`src/rtl/pe_skew_feeder_if.sv`:
```
// Bundle between the activation feeder and its neighbours: the upstream vector
// handshake, the flush control, and the left-edge row enables/data of the PE array.
interface pe_skew_feeder_if #(
   parameter int DATA_WIDTH = 32,
   parameter int ROWS       = 4
);
   logic                       in_valid;
   logic                       in_ready;
   logic [ROWS*DATA_WIDTH-1:0] in_data;
   logic                       in_last;
   logic                       flush;
   logic [ROWS-1:0]            row_en;
   logic [ROWS*DATA_WIDTH-1:0] row_data;
   logic                       busy;
   logic                       done;

   // Producer / observer side (upstream logic and array edge).
   modport master (
      output in_valid, in_data, in_last, flush,
      input  in_ready, row_en, row_data, busy, done
   );

   // Feeder side.
   modport slave (
      input  in_valid, in_data, in_last, flush,
      output in_ready, row_en, row_data, busy, done
   );
endinterface

```
`src/rtl/pe_skew_feeder.sv`:
```
// Left-edge feeder for the systolic PE array. Activation vectors are queued in a
// small registered FIFO, popped one per cycle, and row r is delayed by r cycles to
// form the diagonal wavefront. A tile ends with the vector flagged in_last; done
// pulses in the cycle that vector is presented on row ROWS-1.
module pe_skew_feeder #(
   parameter int DATA_WIDTH = 32,
   parameter int ROWS       = 4,
   parameter int DEPTH      = 4
) (
   input logic            FD_clk,
   input logic            FD_rst,
   pe_skew_feeder_if.slave bus
);
   localparam int PTR_W = $clog2(DEPTH);
   localparam int CNT_W = $clog2(DEPTH + 1);
   localparam int DRN_W = $clog2(ROWS);
   localparam int VEC_W = ROWS * DATA_WIDTH;

   typedef enum logic [1:0] {
      ST_IDLE   = 2'd0,
      ST_STREAM = 2'd1,
      ST_DRAIN  = 2'd2
   } state_t;

   logic [VEC_W-1:0] mem_r [0:DEPTH-1];
   logic [DEPTH-1:0] last_mem_r;
   logic [PTR_W-1:0] wr_ptr_r;
   logic [PTR_W-1:0] rd_ptr_r;
   logic [CNT_W-1:0] count_r;
   state_t           state_r;
   logic [DRN_W-1:0] drain_cnt_r;
   logic             done_r;
   logic             busy_r;

   logic             clr_s;
   logic             full_s;
   logic             empty_s;
   logic             in_ready_s;
   logic             push_s;
   logic             pop_s;
   logic [VEC_W-1:0] pop_data_s;
   logic             pop_last_s;
   logic [ROWS-1:0]  row_en_s;
   logic [VEC_W-1:0] row_data_s;

   // Reset outranks flush for in_ready only; both clear all state identically.
   assign clr_s      = FD_rst || bus.flush;
   assign full_s     = (count_r == CNT_W'(DEPTH));
   assign empty_s    = (count_r == {CNT_W{1'b0}});
   assign in_ready_s = !full_s && !FD_rst;
   // A push offered alongside flush is discarded.
   assign push_s     = bus.in_valid && in_ready_s && !bus.flush;
   assign pop_data_s = mem_r[rd_ptr_r];
   assign pop_last_s = last_mem_r[rd_ptr_r];

   // Pop whenever the FSM may stream and a vector is queued (IDLE pops with no dead cycle).
   always_comb begin
      pop_s = 1'b0;
      if ((state_r == ST_IDLE || state_r == ST_STREAM) && !empty_s) begin
         pop_s = 1'b1;
      end else begin
         pop_s = 1'b0;
      end
   end

   // FIFO storage: vector and its tile-last flag written at the write pointer.
   always_ff @(posedge FD_clk) begin
      if (push_s) begin
         mem_r[wr_ptr_r]      <= bus.in_data;
         last_mem_r[wr_ptr_r] <= bus.in_last;
      end
   end

   // FIFO pointers and occupancy; pointers wrap naturally since DEPTH is a power of two.
   always_ff @(posedge FD_clk) begin
      if (clr_s) begin
         wr_ptr_r <= {PTR_W{1'b0}};
         rd_ptr_r <= {PTR_W{1'b0}};
         count_r  <= {CNT_W{1'b0}};
      end else begin
         if (push_s) wr_ptr_r <= wr_ptr_r + PTR_W'(1);
         if (pop_s)  rd_ptr_r <= rd_ptr_r + PTR_W'(1);
         case ({push_s, pop_s})
            2'b10:   count_r <= count_r + CNT_W'(1);
            2'b01:   count_r <= count_r - CNT_W'(1);
            default: count_r <= count_r;
         endcase
      end
   end

   // Tile FSM with registered busy (next-state decode) and a one-cycle done pulse
   // timed to land on the cycle the last vector reaches row ROWS-1.
   always_ff @(posedge FD_clk) begin
      if (clr_s) begin
         state_r     <= ST_IDLE;
         drain_cnt_r <= {DRN_W{1'b0}};
         done_r      <= 1'b0;
         busy_r      <= 1'b0;
      end else begin
         done_r <= 1'b0;
         case (state_r)
            ST_IDLE: begin
               if (!empty_s) begin
                  busy_r <= 1'b1;
                  if (pop_last_s) begin
                     state_r     <= ST_DRAIN;
                     drain_cnt_r <= DRN_W'(ROWS - 1);
                  end else begin
                     state_r <= ST_STREAM;
                  end
               end else begin
                  busy_r <= 1'b0;
               end
            end
            ST_STREAM: begin
               busy_r <= 1'b1;
               if (!empty_s && pop_last_s) begin
                  state_r     <= ST_DRAIN;
                  drain_cnt_r <= DRN_W'(ROWS - 1);
               end
            end
            ST_DRAIN: begin
               if (drain_cnt_r == {DRN_W{1'b0}}) begin
                  // A queued next tile resumes streaming straight away.
                  if (empty_s) begin
                     state_r <= ST_IDLE;
                     busy_r  <= 1'b0;
                  end else begin
                     state_r <= ST_STREAM;
                     busy_r  <= 1'b1;
                  end
               end else begin
                  drain_cnt_r <= drain_cnt_r - DRN_W'(1);
                  done_r      <= (drain_cnt_r == DRN_W'(1));
                  busy_r      <= 1'b1;
               end
            end
            default: begin
               state_r     <= ST_IDLE;
               drain_cnt_r <= {DRN_W{1'b0}};
               busy_r      <= 1'b0;
            end
         endcase
      end
   end

   for (genvar r = 0; r < ROWS; r++) begin : g_row
      logic [DATA_WIDTH-1:0] dly_data_r [0:r];
      logic [r:0]            dly_en_r;

      // Row r delay line: stage 0 captures the pop, r more stages add the skew;
      // data only advances behind a valid enable so idle rows hold their last value.
      always_ff @(posedge FD_clk) begin
         if (clr_s) begin
            dly_en_r <= '0;
            for (int k = 0; k <= r; k++) dly_data_r[k] <= {DATA_WIDTH{1'b0}};
         end else begin
            dly_en_r[0] <= pop_s;
            if (pop_s) dly_data_r[0] <= pop_data_s[r*DATA_WIDTH +: DATA_WIDTH];
            for (int k = 1; k <= r; k++) begin
               dly_en_r[k] <= dly_en_r[k-1];
               if (dly_en_r[k-1]) dly_data_r[k] <= dly_data_r[k-1];
            end
         end
      end

      assign row_en_s[r]                               = dly_en_r[r];
      assign row_data_s[r*DATA_WIDTH +: DATA_WIDTH]    = dly_data_r[r];
   end

   assign bus.in_ready = in_ready_s;
   assign bus.row_en   = row_en_s;
   assign bus.row_data = row_data_s;
   assign bus.busy     = busy_r;
   assign bus.done     = done_r;
endmodule

```
`src/flat_wrapper.sv`:
```
// flat-port wrapper written by rule: the top's interface ports become plain ports
module pe_skew_feeder_flat 
#(
   parameter int DATA_WIDTH = 32,
   parameter int ROWS       = 4,
   parameter int DEPTH      = 4
)
  (FD_clk, FD_rst, bus_in_valid, bus_in_data, bus_in_last, bus_flush, bus_in_ready, bus_row_en, bus_row_data, bus_busy, bus_done);
  pe_skew_feeder_if #(.DATA_WIDTH(DATA_WIDTH), .ROWS(ROWS)) bus_i ();
  input logic FD_clk;
  input logic FD_rst;
  input wire logic [$bits(bus_i.in_valid)-1:0] bus_in_valid;
  input wire logic [$bits(bus_i.in_data)-1:0] bus_in_data;
  input wire logic [$bits(bus_i.in_last)-1:0] bus_in_last;
  input wire logic [$bits(bus_i.flush)-1:0] bus_flush;
  output wire logic [$bits(bus_i.in_ready)-1:0] bus_in_ready;
  output wire logic [$bits(bus_i.row_en)-1:0] bus_row_en;
  output wire logic [$bits(bus_i.row_data)-1:0] bus_row_data;
  output wire logic [$bits(bus_i.busy)-1:0] bus_busy;
  output wire logic [$bits(bus_i.done)-1:0] bus_done;
  assign bus_i.in_valid = bus_in_valid;
  assign bus_i.in_data = bus_in_data;
  assign bus_i.in_last = bus_in_last;
  assign bus_i.flush = bus_flush;
  assign bus_in_ready = bus_i.in_ready;
  assign bus_row_en = bus_i.row_en;
  assign bus_row_data = bus_i.row_data;
  assign bus_busy = bus_i.busy;
  assign bus_done = bus_i.done;
  pe_skew_feeder #(.DATA_WIDTH(DATA_WIDTH), .ROWS(ROWS), .DEPTH(DEPTH)) u_core (.FD_clk(FD_clk), .FD_rst(FD_rst), .bus(bus_i));
endmodule
```
`config.mk`:
```
export PLATFORM = sky130hd
export DESIGN_NAME = pe_skew_feeder_flat
export DESIGN_NICKNAME = d
export VERILOG_FILES = /design/src/rtl/pe_skew_feeder_if.sv /design/src/rtl/pe_skew_feeder.sv /design/src/flat_wrapper.sv
export SDC_FILE = /design/constraint.sdc
export NUM_CORES = 1
export LEC_CHECK = 0
export BUFFER_PORTS_ARGS = -buffer_cell sky130_fd_sc_hd__buf_2
export CAP_MARGIN = 5
export CORE_UTILIZATION = 55
export CTS_BUF_LIST = sky130_fd_sc_hd__clkbuf_8
export DETAILED_ROUTE_END_ITERATION = 12
export PLACE_DENSITY = 0.87
export SLEW_MARGIN = 20
export SYNTH_ARGS = -nofsm -noshare
export SYNTH_HDL_FRONTEND = slang
export SYNTH_SLANG_ARGS = --single-unit
```
`constraint.sdc`:
```
create_clock -name FD_clk -period 6.1 [get_ports FD_clk]
set_input_delay 0.61 -clock FD_clk [delete_from_list [all_inputs] [get_ports FD_clk]]
set_output_delay 0.61 -clock FD_clk [all_outputs]
set_load 0.05 [all_outputs]
```
Word level (Yosys, flattened, before mapping)
Memories as Yosys holds them, arrays and structs flattened. A register that Yosys moved wholly into a read port is not among the register bits.
Cells that the tools add are included.
Operators by class
  add/subtract/negate cells: 5
  $mul: 0
  divide/modulo/power cells: 0
  magnitude comparators: 3
  equality and inequality tests: 11
  shift-type cells: 0
  mux-type cells: 59
  bitwise logic cells: 10
  reduce and logical (&&, ||, !) cells: 20
Operators with widths (count)
  32-bit two-way mux: 10
  1-bit two-way mux: 32
  32-bit OR reduction: 1
  2-bit two-way mux: 10
  2-bit one-hot mux with 3 select lines: 2
  1-bit OR: 9
  2-bit by 1-bit == test with 1-bit output, second input constant: 3
  1-bit logical AND: 6
  2-bit by 3-bit less-than comparator with 1-bit output, second input constant: 2
  2-bit != test, second input constant: 3
  3-bit one-hot mux with 2 select lines: 1
  2-bit by 1-bit adder with 2-bit output, second input constant: 2
  4-bit bitwise mux: 1
  2-bit == test, second input constant: 2
  1-bit zero test: 4
  2-bit zero test: 2
  2-bit by 1-bit != test with 1-bit output, second input constant: 2
  4-bit AND reduction: 1
  3-bit by 1-bit adder with 3-bit output, second input constant: 1
  3-bit == test, second input constant: 1
  3-bit zero test: 1
  1-bit one-hot mux with 3 select lines: 1
  3-bit AND reduction: 1
  3-bit OR reduction: 1
  8 further kinds: 9
Storage, ports and cells
  bits in registers: 27
  bits in latches: 0
  bits in writable memories: 832
  bits in read-only memories: 0
  input bits: 133
  output and inout port bits: 135
  memories: 5
Memories
  u_core.mem_r: depth 4, width 128, read ports 1, clocked after Yosys merged registers in 1, write ports 1, line pe_skew_feeder.sv:25  | logic [VEC_W-1:0] mem_r [0:DEPTH-1];
  u_core.g_row[3].dly_data_r: depth 4, width 32, read ports 4, clocked after Yosys merged registers in 0, write ports 4, line pe_skew_feeder.sv:148  | logic [DATA_WIDTH-1:0] dly_data_r [0:r];
  u_core.g_row[2].dly_data_r: depth 3, width 32, read ports 3, clocked after Yosys merged registers in 0, write ports 3, line pe_skew_feeder.sv:148
  u_core.g_row[1].dly_data_r: depth 2, width 32, read ports 2, clocked after Yosys merged registers in 0, write ports 2, line pe_skew_feeder.sv:148
  u_core.g_row[0].dly_data_r: depth 1, width 32, read ports 1, clocked after Yosys merged registers in 0, write ports 1, line pe_skew_feeder.sv:148

Longest topological paths before layout
Gate-level depths: netlist of the first run.
  depth after elaboration: 9
  depth in mapped cells: 11
  depth with buffers taken out: 9

Least setup slack after synthesis of the first run
OpenSTA, ideal clock, no wires.
  kind: register to register
  start: register u_core.state_r[1]
  end: memory u_core.g_row[0].dly_data_r[0][0], enable pin
  setup time: 574 ps
  arrival time: 5085 ps
  data required time: 5526 ps
  setup slack: 441 ps
  cell stages (with the launch flop): 3
  path buffers: 1
  clock period less this slack: 5659 ps
  cell sequence: dfxtp_1 clkbuf_1 o21ai_0
On the way
  cells in the longest elaborated chain, start to end: 9
  elaborated cells between the ends (all ways): 10
  classes of those cells: 1 x eq/ne; 5 x mux; 4 x reduce/logical
RTL lines
  start: declaration: line pe_skew_feeder.sv:30  | state_t state_r;
  start signal: assignment: line pe_skew_feeder.sv:95  | state_r <= ST_IDLE;
  start signal: assignment: line pe_skew_feeder.sv:106  | state_r <= ST_DRAIN;
  start signal: assignment: line pe_skew_feeder.sv:109  | state_r <= ST_STREAM;
  2-bit by 1-bit == test with 1-bit output / 2-bit zero test (equally long branches): line pe_skew_feeder.sv:59  | if ((state_r == ST_IDLE || state_r == ST_STREAM) && !empty_s) begin
  1-bit logical OR (*): line pe_skew_feeder.sv:59
  1-bit logical AND (*): line pe_skew_feeder.sv:59
  1-bit two-way mux (*): line pe_skew_feeder.sv:59
  1-bit two-way mux (*): line pe_skew_feeder.sv:159  | if (pop_s) dly_data_r[0] <= pop_data_s[r*DATA_WIDTH +: DATA_WIDTH];
  1-bit two-way mux (*): line pe_skew_feeder.sv:154  | if (clr_s) begin
  1-bit two-way mux (implied by the code) (*): line pe_skew_feeder.sv:159
  32-bit OR reduction (no line)
  1-bit two-way mux (no line) (*)
  end: declaration: line pe_skew_feeder.sv:148
Mark *: on every way between the ends. The rest lies on a longest branch, timed or not.

Worst setup path after layout of the first run
  start: register u_core.count_r[0]
  end: memory u_core.mem_r[0][54] (netlist bit), enable pin
On the way
  cells in the longest elaborated chain, start to end: 7
RTL lines
  start: declaration: line pe_skew_feeder.sv:29  | logic [CNT_W-1:0] count_r;
  start signal: assignment: line pe_skew_feeder.sv:79  | count_r <= {CNT_W{1'b0}};
  start signal: assignment: line pe_skew_feeder.sv:84  | 2'b10: count_r <= count_r + CNT_W'(1);
  start signal: assignment: line pe_skew_feeder.sv:85  | 2'b01: count_r <= count_r - CNT_W'(1);
  3-bit == test: line pe_skew_feeder.sv:48  | assign full_s = (count_r == CNT_W'(DEPTH));
  1-bit zero test: line pe_skew_feeder.sv:50  | assign in_ready_s = !full_s && !FD_rst;
  1-bit logical AND: line pe_skew_feeder.sv:50
  1-bit logical AND (2 in a row): line pe_skew_feeder.sv:52  | assign push_s = bus.in_valid && in_ready_s && !bus.flush;
  1-bit two-way mux: line pe_skew_feeder.sv:68  | if (push_s) begin
  1-bit two-way mux (implied by the code): line pe_skew_feeder.sv:69  | mem_r[wr_ptr_r] <= bus.in_data;
  end: declaration: line pe_skew_feeder.sv:25
No other way between the ends.

==> results by group, run 1 <==
Run status
  – Outcome: finished, final reports clean

Yosys
  – Mapped Area: 32100 um^2
  – Seq/Total Area, Yosys: 0.794
  – Top area cells in the synthesized netlist: edfxtp_1, mux4_2, nor2b_1
  – Synth warn: 0
  – Mean Syn Cell Area: 20.5 um^2
  – Cells after Synth: 1562
  – Yosys top cell by area: edfxtp_1
  – Share of the synthesized area in the top cell type: 0.782
  – Yosys reg bits: 855
  – Post-Syn Nets: 1703
  – Synth unique cells: 40

Job
  – Max-cap violation count: 0

Timing
  – Actual slew at the worst max-slew pin: 1050 ps
  – Max Clock Freq: 339 MHz
  – RSZ-0062 raised after global routing: no
  – Final TNS setup: 0 ps
  – Period Utilization, post-route: 0.483
  – Clock skew: 34.3 ps
  – PnR worst setup slack: 3150 ps
  – Relative slew slack: 0.300
  – Post-route minimum period: 2950 ps
  – Setup violations, final: 0
  – Slew Limit Fails: 0
  – Final hold violation count: 0

Clock network
  – Root Buffer: clkbuf_8
  – CTS buffer count: 131
  – Clk pin slew, worst setup/hold paths: 70 ps
  – Clk_lat worst skew: 760 ps
  – Depth of the CTS H-tree: 4
  – Bufs on Longest Clock Path: 3
  – CTS tree: built
  – Clock sinks: 855

Setup path
  – Reg2reg end: u_core.mem_r[0][54]$_DFFE_PP_
  – R2R Setup Slk: 3150 ps
  – WP buf/inv: 2
  – Reg2reg start: u_core.count_r[0]$_SDFFE_PN0P_
  – Crit Path Category: reg -> reg
  – CP max FO: 67
  – CP delay by family, top: simple AND/OR/NAND/NOR gates
  – Setup crit end kind: flop
  – Critical-path top delay cell: and2_4
  – Max incr delay on CP: 910 ps
  – Startpoint class of the critical path: flop
  – Cells along the critical path: nor3b_1 -> buf_4 -> nor3_1 -> and2_4 -> buf_12
  – Register-to-Register Path Depth: 5
  – WP data arrival: 3330 ps
  – Worst path required time: 6480 ps

Floorplanning
  – Die X: 244 um
  – Die Footprint: 59300 um^2
  – Rows: 88
  – Starting Density: 0.556
  – IO Pins: 268
  – Die Span Y: 244 um
  – Total core area: 57700 um^2

Final layout
  – Commonest non-fill, non-tap cell in the layout: edfxtp_1
  – Layout cell share with drive strength beyond 1: 0.310
  – Cell Count, Final, Fillers Out: 2695
  – Nets: 1964
  – Final Instance Area: 36200 um^2
  – Most frequent cells in the layout: edfxtp_1, buf_2, nor2b_1, clkbuf_8, mux4_2
  – P&R area growth vs syn: 12.8%

Route
  – DRT Pass-1 Iters: 5
  – Vias post-DR: 14600
  – DRC: 0
  – Via density: 5.40
  – DR WL/cell: 21.1 um
  – Aggregate routed wire length: 56700 um
  – Final ANT Viol Nets: 0
  – First DRT Iteration DRCs: 1116

GRT
  – Largest net degree at the start of global routing: 97
  – Vias in the first global route: 14900
  – Global routing's busiest layer: met2
  – First-pass GRT wire length: 85500 um
  – Antenna violations before repair: 20
  – M1 GR Usage: 0.255
  – GR Util met3: 0.0588
  – Met2 Usage GRT: 0.299
  – GRT overflow: 0
  – Gr usage total: 0.193

Power and ir drop
  – Pleak: 13.1 nW
  – Max VDD drop: 0.195 mV
  – PnR Total Power: 11.5 mW
  – PwrDens: 319 nW/um^2

Placement
  – RePlAce Congestion: 0.753
  – Placed instance count: 2442
  – Setup Slack @ Placement: 2540 ps
  – PortBufs: 267
  – Placed inst area: 33600 um^2
  – Post-DP HPWL: 32500 um

Hold path
  – WHS Endpoint: u_core.mem_r[1][102]$_DFFE_PP_
  – Hold path cells: 1
  – Hold Path Origin: bus_in_data[102]
  – Class of the worst hold path: in -> reg
-- worst register-to-register path: stages (launching register included) --
cell	delay, ps
dfxtp_1	420
nor3b_1	80
buf_4	160
nor3_1	430
and2_4	910
buf_12	480
-- state kept, by name, summed over array words and instances (netlist names), named ones only --
name                     flops
u_core.last_mem_r            4
u_core.drain_cnt_r           2
u_core.bus.busy              1
u_core.mem_r               512
u_core.bus.done              1
u_core.g_row.dly_en_r        4
u_core.state_r               2
u_core.count_r               3
u_core.g_row.dly_data_r    320
u_core.rd_ptr_r              2
u_core.wr_ptr_r              2
-- final cells by class --
class / instances / area, um^2
clock buffer: 136 / 1870
inverter: 12 / 45.0
sequential: 855 / 25500
multi-input combinational: 522 / 5550
antenna: 8 / 20.0
clock inverter: 96 / 573
tap: 765 / 957
fill: 3848 / 21500
timing repair buffer: 301 / 1690
-- logic make-up after synthesis --
group                      after synthesis  synth area share
and+or+nand+nor                        358            0.0711
buffers and inverters                  185            0.0349
adders and majority gates                8           0.00335
muxes                                  129            0.0905
xor gates and xnor gates                 2          0.000546
AOI/OAI and AO/OA                       25           0.00550
DFF                                    855             0.794
-- synth_stat cells --
master and count:
buf_2 20, nand4b_1 1, mux4_2 129, nor3b_2 1
or3_1 9, o21ai_0 8, nand3b_1 2, o31ai_1 1
o211ai_1 2, dfxtp_1 19, and3_1 96, and2_1 69
edfxtp_1 836, a31oi_1 2, nor3_1 2, nor3b_4 1
o311a_1 1, clkbuf_1 49, nand4_1 1, and4_1 1
nor3b_1 1, and2b_1 23, a221o_1 1, buf_6 4
inv_1 12, or2_2 1, a21oi_4 1, a32o_1 1
nor3_4 1, buf_1 1, ha_1 7, buf_4 99
nand2_1 3, nor2b_1 139, or4_1 1, fa_1 1
xor2_1 2, nor2_1 6, a21oi_1 7, a211oi_4 1
-- timing repair --
action,in CTS,in global routing
buffers inserted,0,0
hold buffers,13,0
hold endpoints to repair,38,0
resized for setup,0,0
-- how the worst max path moves through the flow --
stage,to,slack [ps],cells after the start,start
finish,u_core.mem_r[0][54]$_DFFE_PP_,3150,5,u_core.count_r[0]$_SDFFE_PN0P_
global route,u_core.mem_r[0][82]$_DFFE_PP_,2990,5,u_core.count_r[0]$_SDFFE_PN0P_
CTS,u_core.mem_r[0][68]$_DFFE_PP_,3140,5,u_core.count_r[0]$_SDFFE_PN0P_
detailed placement,u_core.mem_r[0][91]$_DFFE_PP_,2540,5,bus_flush
global placement,u_core.mem_r[0][93]$_DFFE_PP_,2620,5,bus_flush
floorplan,u_core.g_row[0].dly_data_r[0][0]$_SDFFCE_PN0P_,440,2,u_core.state_r[1]$_SDFFE_PN0P_
-- metal layers --
metal,vias to the layer above,part of all wire
met3,131,0.069
met2,554,0.49
li1,6544,-
met5,-,0.0026
met4,22,0.028
met1,7312,0.41
-- through the flow --
| stage | hold slack [ps] | util |
|---|---|---|
| floorplan | 463 | - |
| global placement | 480 | 0.582 |
| detailed placement | 503 | 0.582 |
| CTS | 0.0525 | 0.627 |
| global route | 13.2 | 0.627 |
| finish | 67.7 | 0.627 |
-- report_power, final --
part	leakage (nW)	switching, mW	internal, mW	total, mW
Sequential	8.39	0.0447	6.60	6.64
Clock	1.41	2.09	2.32	4.41
Combinational	3.31	0.349	0.141	0.489
Note: power is estimated with default switching activity, not from simulation.
==> run 2, diff against run 1 <==
- PLACE_DENSITY: 0.87 -> 0.84
- clock period: 6.1 -> 2.9 ns (I/O delays scaled with it)
==> run 2 against run 1 <==
Against the previous run:
- routed wire length is 8.4% higher
- cell count is 4.9% higher
- setup slack worse by 2800 ps
- sequential cell count stayed put
- die area stayed put
- non-clock buffer count is 131 higher
- largest power group unchanged
- final area is 3.9% higher
- critical path type unchanged
- combinational power is 150% higher
==> results by group, run 2 (synthesis gave the netlist of run 1 again) <==
GRT
  – Largest net degree at the start of global routing: 78
  – Gr usage total: 0.211
  – Vias in the first global route: 15800
  – Antenna violations before repair: 7
  – First-pass GRT wire length: 92700 um
  – GRT overflow: 0

Timing
  – Relative slew slack: 0.308
  – Slew Limit Fails: 0
  – Actual slew at the worst max-slew pin: 1030 ps
  – Setup violations, final: 0
  – Period Utilization, post-route: 0.880
  – RSZ-0062 raised after global routing: no
  – Smallest hold slack: 152 ps
  – Post-route minimum period: 2550 ps
  – Final hold violation count: 0
  – Clock skew: 32.7 ps
  – Max Clock Freq: 392 MHz

Setup path
  – Startpoint class of the critical path: flop
  – Reg2reg start: u_core.count_r[2]$_SDFFE_PN0P_
  – Reg2reg end: u_core.count_r[2]$_SDFFE_PN0P_
  – WP data arrival: 3260 ps
  – CP max FO: 6
  – Setup crit end kind: flop
  – Crit Path Category: reg -> reg
  – Worst path required time: 3600 ps
  – Register-to-Register Path Depth: 10
  – CP Launch Point: u_core.count_r[2]$_SDFFE_PN0P_
  – R2R Setup Slk: 350 ps

Route
  – Final ANT Viol Nets: 0
  – DRC: 0
  – DR WL/cell: 21.8 um
  – Highest metal used: met5
  – Aggregate routed wire length: 61500 um
  – Metal2 WL: 31100 um
  – DRT Pass-1 Iters: 5
  – Via density: 5.35
  – Met1 WL: 25400 um
  – DR WL met3: 3660 um
  – First DRT Iteration DRCs: 1282
  – Vias post-DR: 15100

Clock network
  – Clock sinks: 855
  – Bufs on Longest Clock Path: 3
  – Clk pin slew, worst setup/hold paths: 60 ps
  – Postcts setup bufs: 0
  – Depth of the CTS H-tree: 4
  – Clk_lat worst skew: 780 ps
  – Root Buffer: clkbuf_8
  – CTS tree: built
  – CTS buffer count: 134

Power and ir drop
  – P_int: 18.9 mW
  – Net Sw Frac: 0.224
  – Comb power frac: 0.050
  – Seq pwr share: 0.575
  – PwrDens: 647 nW/um^2
  – Max VDD drop: 0.417 mV
  – Pleak: 13.7 nW
  – Clock power share: 0.376
  – Sw Pwr: 5.44 mW

Final layout
  – Layout cell share with drive strength beyond 1: 0.297
  – Max FFs per register: 512
  – P&R area growth vs syn: 17.1%
  – Largest regs: u_core.mem_r: 512 flops, u_core.g_row.dly_data_r: 320 flops
  – Fin util: 0.652
  – Commonest non-fill, non-tap cell in the layout: edfxtp_1
  – Reg with most FFs: u_core.mem_r
  – Cell Count, Final, Fillers Out: 2828
  – Nets: 2098
  – Most frequent cells in the layout: edfxtp_1, buf_2, nor2b_1, clkbuf_8, dlygate4sd3_1

Run status
  – Outcome: finished, final reports clean

Floorplanning
  – Rows: 88
  – Total core area: 57700 um^2
  – IO Pins: 268
  – Starting Density: 0.556
  – Die X: 244 um
  – Die Span Y: 244 um
  – Die Footprint: 59300 um^2

Hold path
  – Class of the worst hold path: in -> reg
  – Hold path cells: 3
  – Hold Path Origin: bus_flush
  – WHS Endpoint: u_core.g_row[3].dly_en_r[2]$_SDFF_PN0_

Placement
  – PortBufs: 267
  – Placed instance count: 2456
  – Post-DP HPWL: 35400 um
  – RePlAce Congestion: 0.808

Job
  – Max-cap violation count: 0
run 2: changes by cell type in the layout (fill, tap and decap cells not counted), sizes merged:
cell         before  now
diode             8    4
bufinv            6    2
inv              64   66
clkinvlp          6    5
clkinv           32   41
dlygate4sd3      13  130
buf             288  302
run 2: worst max path at each step:
stage / cells after the start / endpoint / slack, ps
after CTS: 10 / u_core.count_r[2]$_SDFFE_PN0P_ / 350
after detailed placement: 10 / u_core.count_r[2]$_SDFFE_PN0P_ / 370
after global routing: 10 / u_core.count_r[2]$_SDFFE_PN0P_ / 140
after floorplan: 5 / u_core.last_mem_r[0]$_DFFE_PP_ / -450
after global placement: 10 / u_core.count_r[2]$_SDFFE_PN0P_ / 470
final: 10 / u_core.count_r[2]$_SDFFE_PN0P_ / 350
run 2: power by group through the flow:
stage	Sequential, mW	Combinational [mW]	Clock (mW)
after floorplan	14.3	0.648	0
after global placement	14.2	1.01	0
after detailed placement	14.2	1.05	0
after CTS	14.0	1.21	9.31
after global routing	14.0	1.27	9.86
final	14.0	1.21	9.14
run 2: timing repair:
item                      in CTS  in global routing
resized for setup              0                  0
hold buffers                 130                  0
hold endpoints to repair     518                  0
run 2: critical path, cell delays in order, from the launching register on:
cell	delay, ps
dfxtp_1	370
nor3b_1	520
nor3_1	100
buf_4	180
inv_1	50
ha_1	180
inv_1	60
fa_1	380
xor2_1	170
or3_1	320
a21oi_1	150
run 2: per-stage QoR:
stage | power, mW | setup WS (ps) | area, um^2 | TNS [ps]
finish | 24.3 | 347 | 37600 | 0
global route | 25.1 | 136 | 37600 | 0
CTS | 24.5 | 352 | 37600 | 0
detailed placement | 15.3 | 370 | 33900 | 0
global placement | 15.2 | 473 | 33900 | 0
floorplan | 14.9 | -451 | 32100 | -232880
run 2: final cells by class:
type	count	area (um^2)
Sequential cell	855	25500
Antenna cell	4	10.0
Clock inverter	102	532
Multi-Input combinational cell	522	5550
Clock buffer	136	1870
Fill cell	3687	20100
Inverter	12	45.0
Timing Repair Buffer	432	3140
Tap cell	765	957
run 2: per-layer routing:
| layer | track usage | vias up |
|---|---|---|
| li1 | - | 6813 |
| met1 | 0.274 | 7671 |
| met2 | 0.348 | 531 |
| met3 | 0.0556 | 106 |
| met4 | 0.0697 | 4 |
| met5 | 0 | - |
==> run 3, diff against run 2 <==
- RECOVER_POWER: not set -> 25
- SKIP_CTS_REPAIR_TIMING: not set -> 1
==> run 3 against run 2 <==
Against the previous run:
- fmax decreased by 0.65%
- clock skew about the same
- sequential cell count unchanged
- utilization decreased by 0.25 points
- critical path depth unchanged
- total power about the same
- first-iteration DRC count increased by 0.47%
- die area unchanged
==> results by group, run 3 (synthesis gave the netlist of run 1 again) <==
Hold path
  – Hold Path Origin: FD_rst
  – Hold path cells: 3
  – WHS Endpoint: u_core.g_row[3].dly_en_r[2]$_SDFF_PN0_
  – Class of the worst hold path: in -> reg

Timing
  – Setup violations, final: 0
  – Smallest hold slack: 154 ps
  – Slew Limit Fails: 0
  – Post-route minimum period: 2570 ps
  – Final hold violation count: 0
  – RSZ-0062 raised after global routing: no
  – Clock skew: 33.0 ps
  – Relative slew slack: 0.319
  – Actual slew at the worst max-slew pin: 1020 ps
  – Period Utilization, post-route: 0.886
  – Max Clock Freq: 389 MHz

Clock network
  – Root Buffer: clkbuf_8
  – Clk pin slew, worst setup/hold paths: 60 ps
  – Clk_lat worst skew: 770 ps
  – CTS buffer count: 134
  – Bufs on Longest Clock Path: 3
  – CTS tree: built
  – Depth of the CTS H-tree: 4
  – Clock sinks: 855

Floorplanning
  – Total core area: 57700 um^2
  – Die X: 244 um
  – IO Pins: 268
  – Die Footprint: 59300 um^2
  – Rows: 88
  – Starting Density: 0.556
  – Die Span Y: 244 um

Setup path
  – Cells along the critical path: nor3b_1 -> nor3_1 -> buf_4 -> inv_1 -> ha_1 -> inv_1 -> fa_1 -> xor2_1 -> or3_1 -> a21oi_1
  – Cell depth of the worst setup path: 10
  – WP data arrival: 3270 ps
  – R2R Setup Slk: 330 ps
  – Reg2reg start: u_core.count_r[2]$_SDFFE_PN0P_
  – WP buf/inv: 3
  – Crit path top cell by count: inv_1
  – CP max FO: 6
  – CP delay by family, top: simple AND/OR/NAND/NOR gates
  – Crit Path Category: reg -> reg
  – Max incr delay on CP: 530 ps
  – Reg2reg end: u_core.count_r[2]$_SDFFE_PN0P_
  – Worst path required time: 3600 ps
  – Setup crit end kind: flop
  – Critical-path top delay cell: nor3b_1
  – Startpoint class of the critical path: flop
  – Register-to-Register Path Depth: 10

Final layout
  – Commonest non-fill, non-tap cell in the layout: edfxtp_1
  – Nets: 2098
  – Fillers: 3755
  – Max FFs per register: 512
  – Largest regs: u_core.mem_r: 512 flops, u_core.g_row.dly_data_r: 320 flops
  – Fin util: 0.649
  – Layout cell share with drive strength beyond 1: 0.240
  – Multi-input gate area: 5550 um^2
  – Reg with most FFs: u_core.mem_r
  – Most frequent cells in the layout: edfxtp_1, buf_2, nor2b_1, clkbuf_8, dlygate4sd3_1
  – Register Area: 25500 um^2
  – Cell Count, Final, Fillers Out: 2830
  – P&R area growth vs syn: 16.7%

Route
  – DR WL/cell: 21.9 um
  – DRT Pass-1 Iters: 5
  – DRC: 0
  – Aggregate routed wire length: 62000 um
  – Highest metal used: met5
  – Via density: 5.37
  – Final ANT Viol Nets: 0
  – Vias post-DR: 15200
  – Met1 WL: 25400 um
  – Metal2 WL: 31300 um
  – First DRT Iteration DRCs: 1288
  – DR WL met3: 3720 um

Job
  – Max-cap violation count: 0

Placement
  – Placed instance count: 2456
  – Post-DP HPWL: 35400 um
  – PortBufs: 267
  – RePlAce Congestion: 0.808

Power and ir drop
  – Pleak: 13.4 nW
  – P_int: 18.8 mW
  – Max VDD drop: 0.384 mV
  – Net Sw Frac: 0.224
  – Sw Pwr: 5.45 mW
  – Clock power share: 0.376
  – Comb power frac: 0.049
  – PnR Total Power: 24.3 mW
  – Seq pwr share: 0.575
  – PwrDens: 649 nW/um^2

GRT
  – Largest net degree at the start of global routing: 78
  – Vias in the first global route: 15100
  – Gr usage total: 0.199
  – GRT overflow: 0
  – Antenna violations before repair: 9
  – First-pass GRT wire length: 87800 um

Run status
  – Outcome: finished, final reports clean
[run 3: cell types whose count changed in the layout (fill, tap and decap cells not counted)]
cell	previous run	this run
buf_2	267	149
clkbuf_1	0	118
diode_2	4	6
[run 3: power by group through the flow]
stage               logic (mW)  registers (mW)  clock network (mW)
global placement          1.01            14.2                   0
global route              1.25            14.0                9.86
detailed placement        1.05            14.2                   0
CTS                       1.05            14.0                9.31
finish                    1.19            14.0                9.15
floorplan                0.648            14.3                   0
[run 3: worst reg2reg max path: cells and delay by family (launching register included)]
kind,cells,cell delay (ps)
flip-flops,1,370
XOR/XNOR,1,170
AO/OA/AOI/OAI,1,150
adder cells (fa/ha/maj),2,570
buffers and inverters,3,300
AND/OR/NAND/NOR,3,940
[run 3: per-stage QoR]
step	TNS [ps]	setup slack (ps)	area, um^2
after global placement	0	473	33900
after global routing	0	136	37400
after detailed placement	0	370	33900
final	0	330	37500
after CTS	0	352	36300
after floorplan	-232880	-451	32100
[run 3: final cells by class]
cell class / count / share of cell area
clock inverter: 102 / 0.0142
antenna: 6 / 0.000401
multi-input combinational: 522 / 0.148
sequential: 855 / 0.681
inverter: 12 / 0.00120
timing repair buffer: 432 / 0.0798
clock buffer: 136 / 0.0500
tap: 765 / 0.0256
[run 3: worst max path at each step]
stage                                         startpoint                             end  slack [ps]
after floorplan                                bus_flush  u_core.last_mem_r[0]$_DFFE_PP_        -450
after global placement    u_core.count_r[2]$_SDFFE_PN0P_  u_core.count_r[2]$_SDFFE_PN0P_         470
after detailed placement  u_core.count_r[2]$_SDFFE_PN0P_  u_core.count_r[2]$_SDFFE_PN0P_         370
after CTS                 u_core.count_r[2]$_SDFFE_PN0P_  u_core.count_r[2]$_SDFFE_PN0P_         350
after global routing      u_core.count_r[2]$_SDFFE_PN0P_  u_core.count_r[2]$_SDFFE_PN0P_         140
final                     u_core.count_r[2]$_SDFFE_PN0P_  u_core.count_r[2]$_SDFFE_PN0P_         330
[run 3: routing by layer]
metal  vias up  global-route usage
met2       576               0.315
met3       122              0.0646
met5         -                   0
met4         4              0.0737
met1      7692               0.260
li1       6806                   -
